[src/rtl/mips_ctrl_pkg.sv]
// Shared definitions for the multicycle MIPS control path:
// opcodes, funct codes, ALU control codes, FSM states and ALU ops.
package mips_ctrl_pkg;

    localparam logic [5:0] OP_RTYPE = 6'b000000;
    localparam logic [5:0] OP_LW    = 6'b100011;
    localparam logic [5:0] OP_SW    = 6'b101011;
    localparam logic [5:0] OP_BEQ   = 6'b000100;
    localparam logic [5:0] OP_BNE   = 6'b000101;
    localparam logic [5:0] OP_ADDI  = 6'b001000;
    localparam logic [5:0] OP_ANDI  = 6'b001100;
    localparam logic [5:0] OP_ORI   = 6'b001101;
    localparam logic [5:0] OP_J     = 6'b000010;

    localparam logic [5:0] F_ADD = 6'b100000;
    localparam logic [5:0] F_SUB = 6'b100010;
    localparam logic [5:0] F_AND = 6'b100100;
    localparam logic [5:0] F_OR  = 6'b100101;
    localparam logic [5:0] F_SLT = 6'b101010;

    localparam logic [2:0] ALUC_AND = 3'b000;
    localparam logic [2:0] ALUC_OR  = 3'b001;
    localparam logic [2:0] ALUC_ADD = 3'b010;
    localparam logic [2:0] ALUC_SUB = 3'b110;
    localparam logic [2:0] ALUC_SLT = 3'b111;

    typedef enum logic [3:0] {
        S_FETCH,
        S_DECODE,
        S_MEMADR,
        S_MEMRD,
        S_MEMWB,
        S_MEMWR,
        S_RTYPEEX,
        S_ALUWB,
        S_BEQ,
        S_BNE,
        S_ADDIEX,
        S_LOGIEX,
        S_IMMWB,
        S_JUMP,
        S_HALT
    } state_e;

    typedef enum logic [2:0] {
        ALUOP_ADD,
        ALUOP_SUB,
        ALUOP_FUNCT,
        ALUOP_AND,
        ALUOP_OR
    } aluop_e;

endpackage

[src/rtl/alu_decoder.sv]
// ALU decoder: maps (aluop, funct) to an ALU control code.
// Ports: aluop, funct in; alucontrol (zero-extended), illegal_funct out.
module alu_decoder
    import mips_ctrl_pkg::*;
#(
    parameter int ALUCTRL_W = 3
) (
    input  aluop_e               aluop,
    input  logic [5:0]           funct,
    output logic [ALUCTRL_W-1:0] alucontrol,
    output logic                 illegal_funct
);

    logic [2:0] code;

    always_comb begin
        code          = ALUC_ADD;
        illegal_funct = 1'b0;
        case (aluop)
            ALUOP_ADD: code = ALUC_ADD;
            ALUOP_SUB: code = ALUC_SUB;
            ALUOP_AND: code = ALUC_AND;
            ALUOP_OR:  code = ALUC_OR;
            ALUOP_FUNCT: begin
                case (funct)
                    F_ADD:   code = ALUC_ADD;
                    F_SUB:   code = ALUC_SUB;
                    F_AND:   code = ALUC_AND;
                    F_OR:    code = ALUC_OR;
                    F_SLT:   code = ALUC_SLT;
                    default: illegal_funct = 1'b1;
                endcase
            end
            default: code = ALUC_ADD;
        endcase
    end

    assign alucontrol = ALUCTRL_W'(code);

endmodule

[src/rtl/multicycle_controller.sv]
// Multicycle MIPS control FSM: fetch/decode/execute/memory/writeback
// sequencing with a mem_ready stall and a sticky illegal-op trap.
// Ports: clk, reset_n, op, funct, zero, mem_ready in; datapath
// enables/mux selects, alucontrol and trap out.
module multicycle_controller
    import mips_ctrl_pkg::*;
#(
    parameter int ALUCTRL_W = 3,
    parameter bit HAS_BNE   = 1'b1,
    parameter bit HAS_LOGI  = 1'b1
) (
    input  logic                 clk,
    input  logic                 reset_n,
    input  logic [5:0]           op,
    input  logic [5:0]           funct,
    input  logic                 zero,
    input  logic                 mem_ready,
    output logic                 pcen,
    output logic                 iord,
    output logic                 memread,
    output logic                 memwrite,
    output logic                 irwrite,
    output logic                 regdst,
    output logic                 memtoreg,
    output logic                 regwrite,
    output logic                 alusrca,
    output logic [1:0]           alusrcb,
    output logic [1:0]           pcsrc,
    output logic [ALUCTRL_W-1:0] alucontrol,
    output logic                 trap
);

    state_e state_q, state_d;
    logic   trap_q, trap_d;
    aluop_e aluop;
    logic   illegal_funct;

    alu_decoder #(
        .ALUCTRL_W(ALUCTRL_W)
    ) u_alu_decoder (
        .aluop        (aluop),
        .funct        (funct),
        .alucontrol   (alucontrol),
        .illegal_funct(illegal_funct)
    );

    always_comb begin
        state_d = state_q;
        trap_d  = trap_q;
        case (state_q)
            S_FETCH: if (mem_ready) state_d = S_DECODE;
            S_DECODE: begin
                // Anything not claimed below is an illegal opcode.
                state_d = S_HALT;
                trap_d  = 1'b1;
                case (op)
                    OP_LW, OP_SW: begin
                        state_d = S_MEMADR;
                        trap_d  = trap_q;
                    end
                    OP_RTYPE: begin
                        state_d = S_RTYPEEX;
                        trap_d  = trap_q;
                    end
                    OP_BEQ: begin
                        state_d = S_BEQ;
                        trap_d  = trap_q;
                    end
                    OP_BNE: begin
                        if (HAS_BNE) begin
                            state_d = S_BNE;
                            trap_d  = trap_q;
                        end
                    end
                    OP_ADDI: begin
                        state_d = S_ADDIEX;
                        trap_d  = trap_q;
                    end
                    OP_ANDI, OP_ORI: begin
                        if (HAS_LOGI) begin
                            state_d = S_LOGIEX;
                            trap_d  = trap_q;
                        end
                    end
                    OP_J: begin
                        state_d = S_JUMP;
                        trap_d  = trap_q;
                    end
                    default: ;
                endcase
            end
            S_MEMADR:
                state_d = (op == OP_LW) ? S_MEMRD : S_MEMWR;
            S_MEMRD: if (mem_ready) state_d = S_MEMWB;
            S_MEMWR: if (mem_ready) state_d = S_FETCH;
            S_RTYPEEX: begin
                if (illegal_funct) begin
                    state_d = S_HALT;
                    trap_d  = 1'b1;
                end else begin
                    state_d = S_ALUWB;
                end
            end
            S_ADDIEX, S_LOGIEX: state_d = S_IMMWB;
            S_MEMWB, S_ALUWB, S_IMMWB,
            S_BEQ, S_BNE, S_JUMP: state_d = S_FETCH;
            S_HALT: state_d = S_HALT;
            default: state_d = S_FETCH;
        endcase
    end

    always_ff @(posedge clk or negedge reset_n) begin
        if (!reset_n) begin
            state_q <= S_FETCH;
            trap_q  <= 1'b0;
        end else begin
            state_q <= state_d;
            trap_q  <= trap_d;
        end
    end

    // Moore decode; only pcen/irwrite also look at zero/mem_ready.
    always_comb begin
        pcen     = 1'b0;
        iord     = 1'b0;
        memread  = 1'b0;
        memwrite = 1'b0;
        irwrite  = 1'b0;
        regdst   = 1'b0;
        memtoreg = 1'b0;
        regwrite = 1'b0;
        alusrca  = 1'b0;
        alusrcb  = 2'b00;
        pcsrc    = 2'b00;
        aluop    = ALUOP_ADD;
        case (state_q)
            S_FETCH: begin
                memread = 1'b1;
                alusrcb = 2'b01;
                irwrite = mem_ready;
                pcen    = mem_ready;
            end
            S_DECODE: alusrcb = 2'b11;
            S_MEMADR: begin
                alusrca = 1'b1;
                alusrcb = 2'b10;
            end
            S_MEMRD: begin
                iord    = 1'b1;
                memread = 1'b1;
            end
            S_MEMWR: begin
                iord     = 1'b1;
                memwrite = 1'b1;
            end
            S_MEMWB: begin
                regwrite = 1'b1;
                memtoreg = 1'b1;
            end
            S_RTYPEEX: begin
                alusrca = 1'b1;
                aluop   = ALUOP_FUNCT;
            end
            S_ALUWB: begin
                regwrite = 1'b1;
                regdst   = 1'b1;
            end
            S_BEQ: begin
                alusrca = 1'b1;
                aluop   = ALUOP_SUB;
                pcsrc   = 2'b01;
                pcen    = zero;
            end
            S_BNE: begin
                alusrca = 1'b1;
                aluop   = ALUOP_SUB;
                pcsrc   = 2'b01;
                pcen    = ~zero;
            end
            S_ADDIEX: begin
                alusrca = 1'b1;
                alusrcb = 2'b10;
            end
            S_LOGIEX: begin
                alusrca = 1'b1;
                alusrcb = 2'b11;
                aluop   = (op == OP_ORI) ? ALUOP_OR : ALUOP_AND;
            end
            S_IMMWB: regwrite = 1'b1;
            S_JUMP: begin
                pcsrc = 2'b10;
                pcen  = 1'b1;
            end
            default: ;
        endcase
    end

    assign trap = trap_q;

endmodule

[config.mk]
export PLATFORM = sky130hd
export DESIGN_NAME = multicycle_controller
export DESIGN_NICKNAME = d
export VERILOG_FILES = /design/src/rtl/mips_ctrl_pkg.sv /design/src/rtl/alu_decoder.sv /design/src/rtl/multicycle_controller.sv
export SDC_FILE = /design/constraint.sdc
export NUM_CORES = 1
export LEC_CHECK = 0
export ABC_AREA = 1
export BUFFER_PORTS_ARGS = -buffer_cell sky130_fd_sc_hd__buf_2
export CAP_MARGIN = 30
export CORE_MARGIN = 2
export CORE_UTILIZATION = 36
export CTS_CLUSTER_DIAMETER = 120
export DETAILED_ROUTE_END_ITERATION = 8
export HOLD_SLACK_MARGIN = 0.08
export PLACE_DENSITY_LB_ADDON = 0.08
export RECOVER_POWER = 100
export SLEW_MARGIN = 10
export SYNTH_ARGS = -nofsm -noshare
export SYNTH_HDL_FRONTEND = slang
export SYNTH_SLANG_ARGS = --single-unit
export TNS_END_PERCENT = 20
[constraint.sdc]
create_clock -name clk -period 3.3 [get_ports clk]
set_input_delay 0.165 -clock clk [delete_from_list [all_inputs] [get_ports clk]]
set_output_delay 0.165 -clock clk [all_outputs]
set_load 0.01 [all_outputs]
==> reports/summary.md <==
In the synthesized netlist, the number of instances is 133. The post-synthesis cell type count was 32; the maximum clock frequency was 493 MHz. In this design, the stage delay of the slowest critical-path cell is 470 ps. For the worst-skew pair, the clock arrives at the later sink with an insertion delay of 230 ps. At the worst endpoint, the required time is 3130 ps. The top cell type's share of synthesized area is 15.8%.

The post-CTS setup buffer count is 0, and the number of warnings issued by yosys is 0. Initial antenna violation count: 0. Summed over all nets, the half-perimeter wirelength after detailed placement is 1.68 mm.

Among all stages on the critical path, the largest delay is contributed by sky130_fd_sc_hd__dfrtp_1. The routed wire length is 1.95 mm. The run gives 0.000512 uW as the total leakage power. The count of buffers added on input and output ports is 32. The clock arrives with 3.03 ps of skew.

The longest clock path from root to sink contains 2 buffers. Global routing used 16.6% of the available tracks. Global-route wire length before repair: 3.45 mm. In the layout the commonest cells are sky130_fd_sc_hd__nand2_1 (30), sky130_fd_sc_hd__nor2_1 (24), sky130_fd_sc_hd__buf_2 (20).

The tools report the standard cell area after detailed placement as 966 um^2. The largest net degree at the start of global routing is 9. Sorting the synthesized cells by area gives the leading types as sky130_fd_sc_hd__dfrtp_1 (16%), sky130_fd_sc_hd__nand2_1 (14%), sky130_fd_sc_hd__nand3_1 (11%), sky130_fd_sc_hd__nor2_1 (8.5%), sky130_fd_sc_hd__inv_1 (8.1%). The worst pin sits at a relative slew slack of 73.1%. Leaving out fill and tap cells, the most frequent cell in the layout is sky130_fd_sc_hd__nand2_1. The total overflow left after global routing is 0.

In this run, post-CTS repair resized a total of 0 instances. The classification of the worst setup path was reg -> out. At the end of routability-driven placement, the weighted congestion stood at 0.812.

The detailed router finished its first iteration with 34 violations. TritonCTS built the clock tree. The flow ran to the end, and the final reports show no timing, DRC or antenna violations. The number of global-route vias before repair was 844. The floorplan step defined a core boundary enclosing 2020 um^2. The I/O pin total was 33. Clock input transition at the sequential cells of the worst setup and hold paths: 40 ps. The signal on the critical path passes through nor2_1 -> clkinvlp_2 -> nor2_1 -> inv_2 -> o211ai_1 -> buf_2. Fraction of the cycle the final worst path needs: 61.4%. Summed over all failing endpoints, the final setup total negative slack is 0 ps.

The share of the Yosys chip area taken by registers is 15.8%. For this run, design rule violations remaining after detail routing come to 0. The tree is rooted in a sky130_fd_sc_hd__clkbuf_4. The worst setup path is launched from a flip-flop. The routed design could run at a clock period as short as 2030 ps. Counting stages on the worst path, the most repeated cell is sky130_fd_sc_hd__nor2_1. Setup repair after global routing left no endpoint under its margin. In the final design database the tool counted 185 nets.

Once layout is done, the placed cells without fillers occupy 940 um^2. 0 antenna diodes ended up in the layout. Power spread over the standard cell area amounts to 611 nW/um^2. At the pin with the least slew margin, the transition time is 402 ps. The average wire per cell in the routed design works out to 10.0 um. The path class of the tightest hold or removal check is in -> reg. The vias after detailed routing came out at 922.

The post-synthesis average cell area was 5.95 um^2; the number of CTS-inserted buffers was 3. In the final layout, the share of cells above drive strength 1 is 23.8%. Relative to the synthesized area, the layout overhead comes to 18.8%. The synthesis-stage register bit count came out at 5. Number of core rows: 16. Using the TritonRoute via totals, the vias-per-cell ratio works out to 4.73.

The run gives 0 as the final-report max-slew violation count. The data arrival at the endpoint of the critical path is 1860 ps, and the number of sinks handled by clock tree synthesis is 5. The number of nets handed over by synthesis was 149. The number of setup violations in the final report is 0.

The logs give 0 for the number of maximum-capacitance constraint violations and 791 um^2 for the synthesized area. The top cell type by total area after synthesis was sky130_fd_sc_hd__dfrtp_1. The initial core utilization is 39.1%.

In this run the worst path has a maximum fanout of 8. The maximum VDD drop came out at 0.509 mV. The width of the die is 50.9 um, and the area of the die is 2590 um^2. The first detailed-routing pass ran for 4 iterations. The logs give 0 for the final count of hold timing violations and 0 for the post-route antenna net violation count. The die boundary height is 50.9 um.

STA classifies the critical path endpoint as an output pin. Total number of H-tree levels: 1.
==> power by group <==
group / internal, uW / switching (uW)
Clock: 45.5 / 21.5
Sequential: 81.8 / 36.7
Combinational: 137 / 251
==> worst max-delay path, delay by kind of cell (launching register included) <==
| family | cells | cell delay, ps |
|---|---|---|
| buffers and inverters | 3 | 450 |
| AND/OR/NAND/NOR | 2 | 600 |
| AO/OA/AOI/OAI | 1 | 110 |
| flip-flops | 1 | 470 |
==> state kept, by name (all words and copies together) (netlist names) <==
| register | flops |
|---|---|
| trap | 1 |
| state_q | 4 |
==> final cells by class <==
type | instances | area [um^2]
Timing Repair Buffer | 33 | 155
Tap cell | 27 | 33.8
Clock buffer | 4 | 26.3
Inverter | 26 | 98.8
Fill cell | 241 | 1080
Multi-Input combinational cell | 100 | 500
Sequential cell | 5 | 125
==> layer usage <==
layer | vias up | wire length [um] | track usage (%)
met3 | 0 | 72 | 0.877
met5 | - | 0 | 0
li1 | 495 | - | -
met4 | 0 | 0 | 4.05
met1 | 408 | 1050 | 24.8
met2 | 19 | 831 | 26.1
==> Yosys cell counts <==
master / number
sky130_fd_sc_hd__a211o_1: 1
sky130_fd_sc_hd__a21o_1: 1
sky130_fd_sc_hd__a21oi_1: 1
sky130_fd_sc_hd__a31o_2: 1
sky130_fd_sc_hd__buf_4: 1
sky130_fd_sc_hd__buf_6: 1
sky130_fd_sc_hd__clkinv_1: 1
sky130_fd_sc_hd__dfrtp_1: 5
sky130_fd_sc_hd__inv_1: 17
sky130_fd_sc_hd__inv_2: 7
sky130_fd_sc_hd__inv_4: 1
sky130_fd_sc_hd__nand2_1: 29
sky130_fd_sc_hd__nand2_2: 3
sky130_fd_sc_hd__nand2_4: 1
sky130_fd_sc_hd__nand3_1: 18
sky130_fd_sc_hd__nand3b_1: 1
sky130_fd_sc_hd__nand4_1: 3
sky130_fd_sc_hd__nand4_2: 1
sky130_fd_sc_hd__nor2_1: 18
sky130_fd_sc_hd__nor2_2: 5
sky130_fd_sc_hd__nor2_4: 4
sky130_fd_sc_hd__nor2_8: 1
sky130_fd_sc_hd__nor3_1: 1
sky130_fd_sc_hd__nor3_2: 1
sky130_fd_sc_hd__o2111ai_1: 1
sky130_fd_sc_hd__o211ai_1: 2
sky130_fd_sc_hd__o21a_1: 1
sky130_fd_sc_hd__o21ai_0: 2
sky130_fd_sc_hd__o21ai_1: 1
sky130_fd_sc_hd__o21ai_2: 1
sky130_fd_sc_hd__o22ai_1: 1
sky130_fd_sc_hd__xor2_1: 1
==> repair_timing <==
item	in CTS	in global routing
hold endpoints to repair	5	0
endpoints found under the setup margin	0	0
hold buffers	1	0
==> worst paths after layout <==
| kind | from | endpoint | slack (ps) | cells after the start |
|---|---|---|---|---|
| setup / recovery | state_q[2] | alusrcb[1] | 1270 | 6 |
| hold / removal | mem_ready | state_q[2] | 260 | 4 |
| setup reg to reg | state_q[2] | state_q[3] | 1590 | 5 |
| hold reg to reg | trap | trap | 460 | 1 |
| max in group asynchronous | reset_n | trap | 2790 | 2 |
| min in group asynchronous | reset_n | state_q[2] | 310 | 2 |
==> stage by stage <==
stage	power [uW]	util [%]	setup slack, ps	std cells	hold WS [ps]
finish	574	46.5	1270	195	257
global route	639	46.5	1110	195	275
CTS	650	49.6	1620	195	261
detailed placement	579	47.8	1870	190	-20.2
global placement	578	47.8	1860	190	-15.1
floorplan	456	-	1990	133	-131
==> kinds of logic after synthesis <==
kind of cell | after synthesis | synth area share (%)
AOI/OAI and AO/OA | 13 | 11.6
buffers and inverters | 28 | 15.0
DFF | 5 | 15.8
and+or+nand+nor | 86 | 56.5
xor gates and xnor gates | 1 | 1.11
Note: power is estimated with default switching activity, not from simulation.
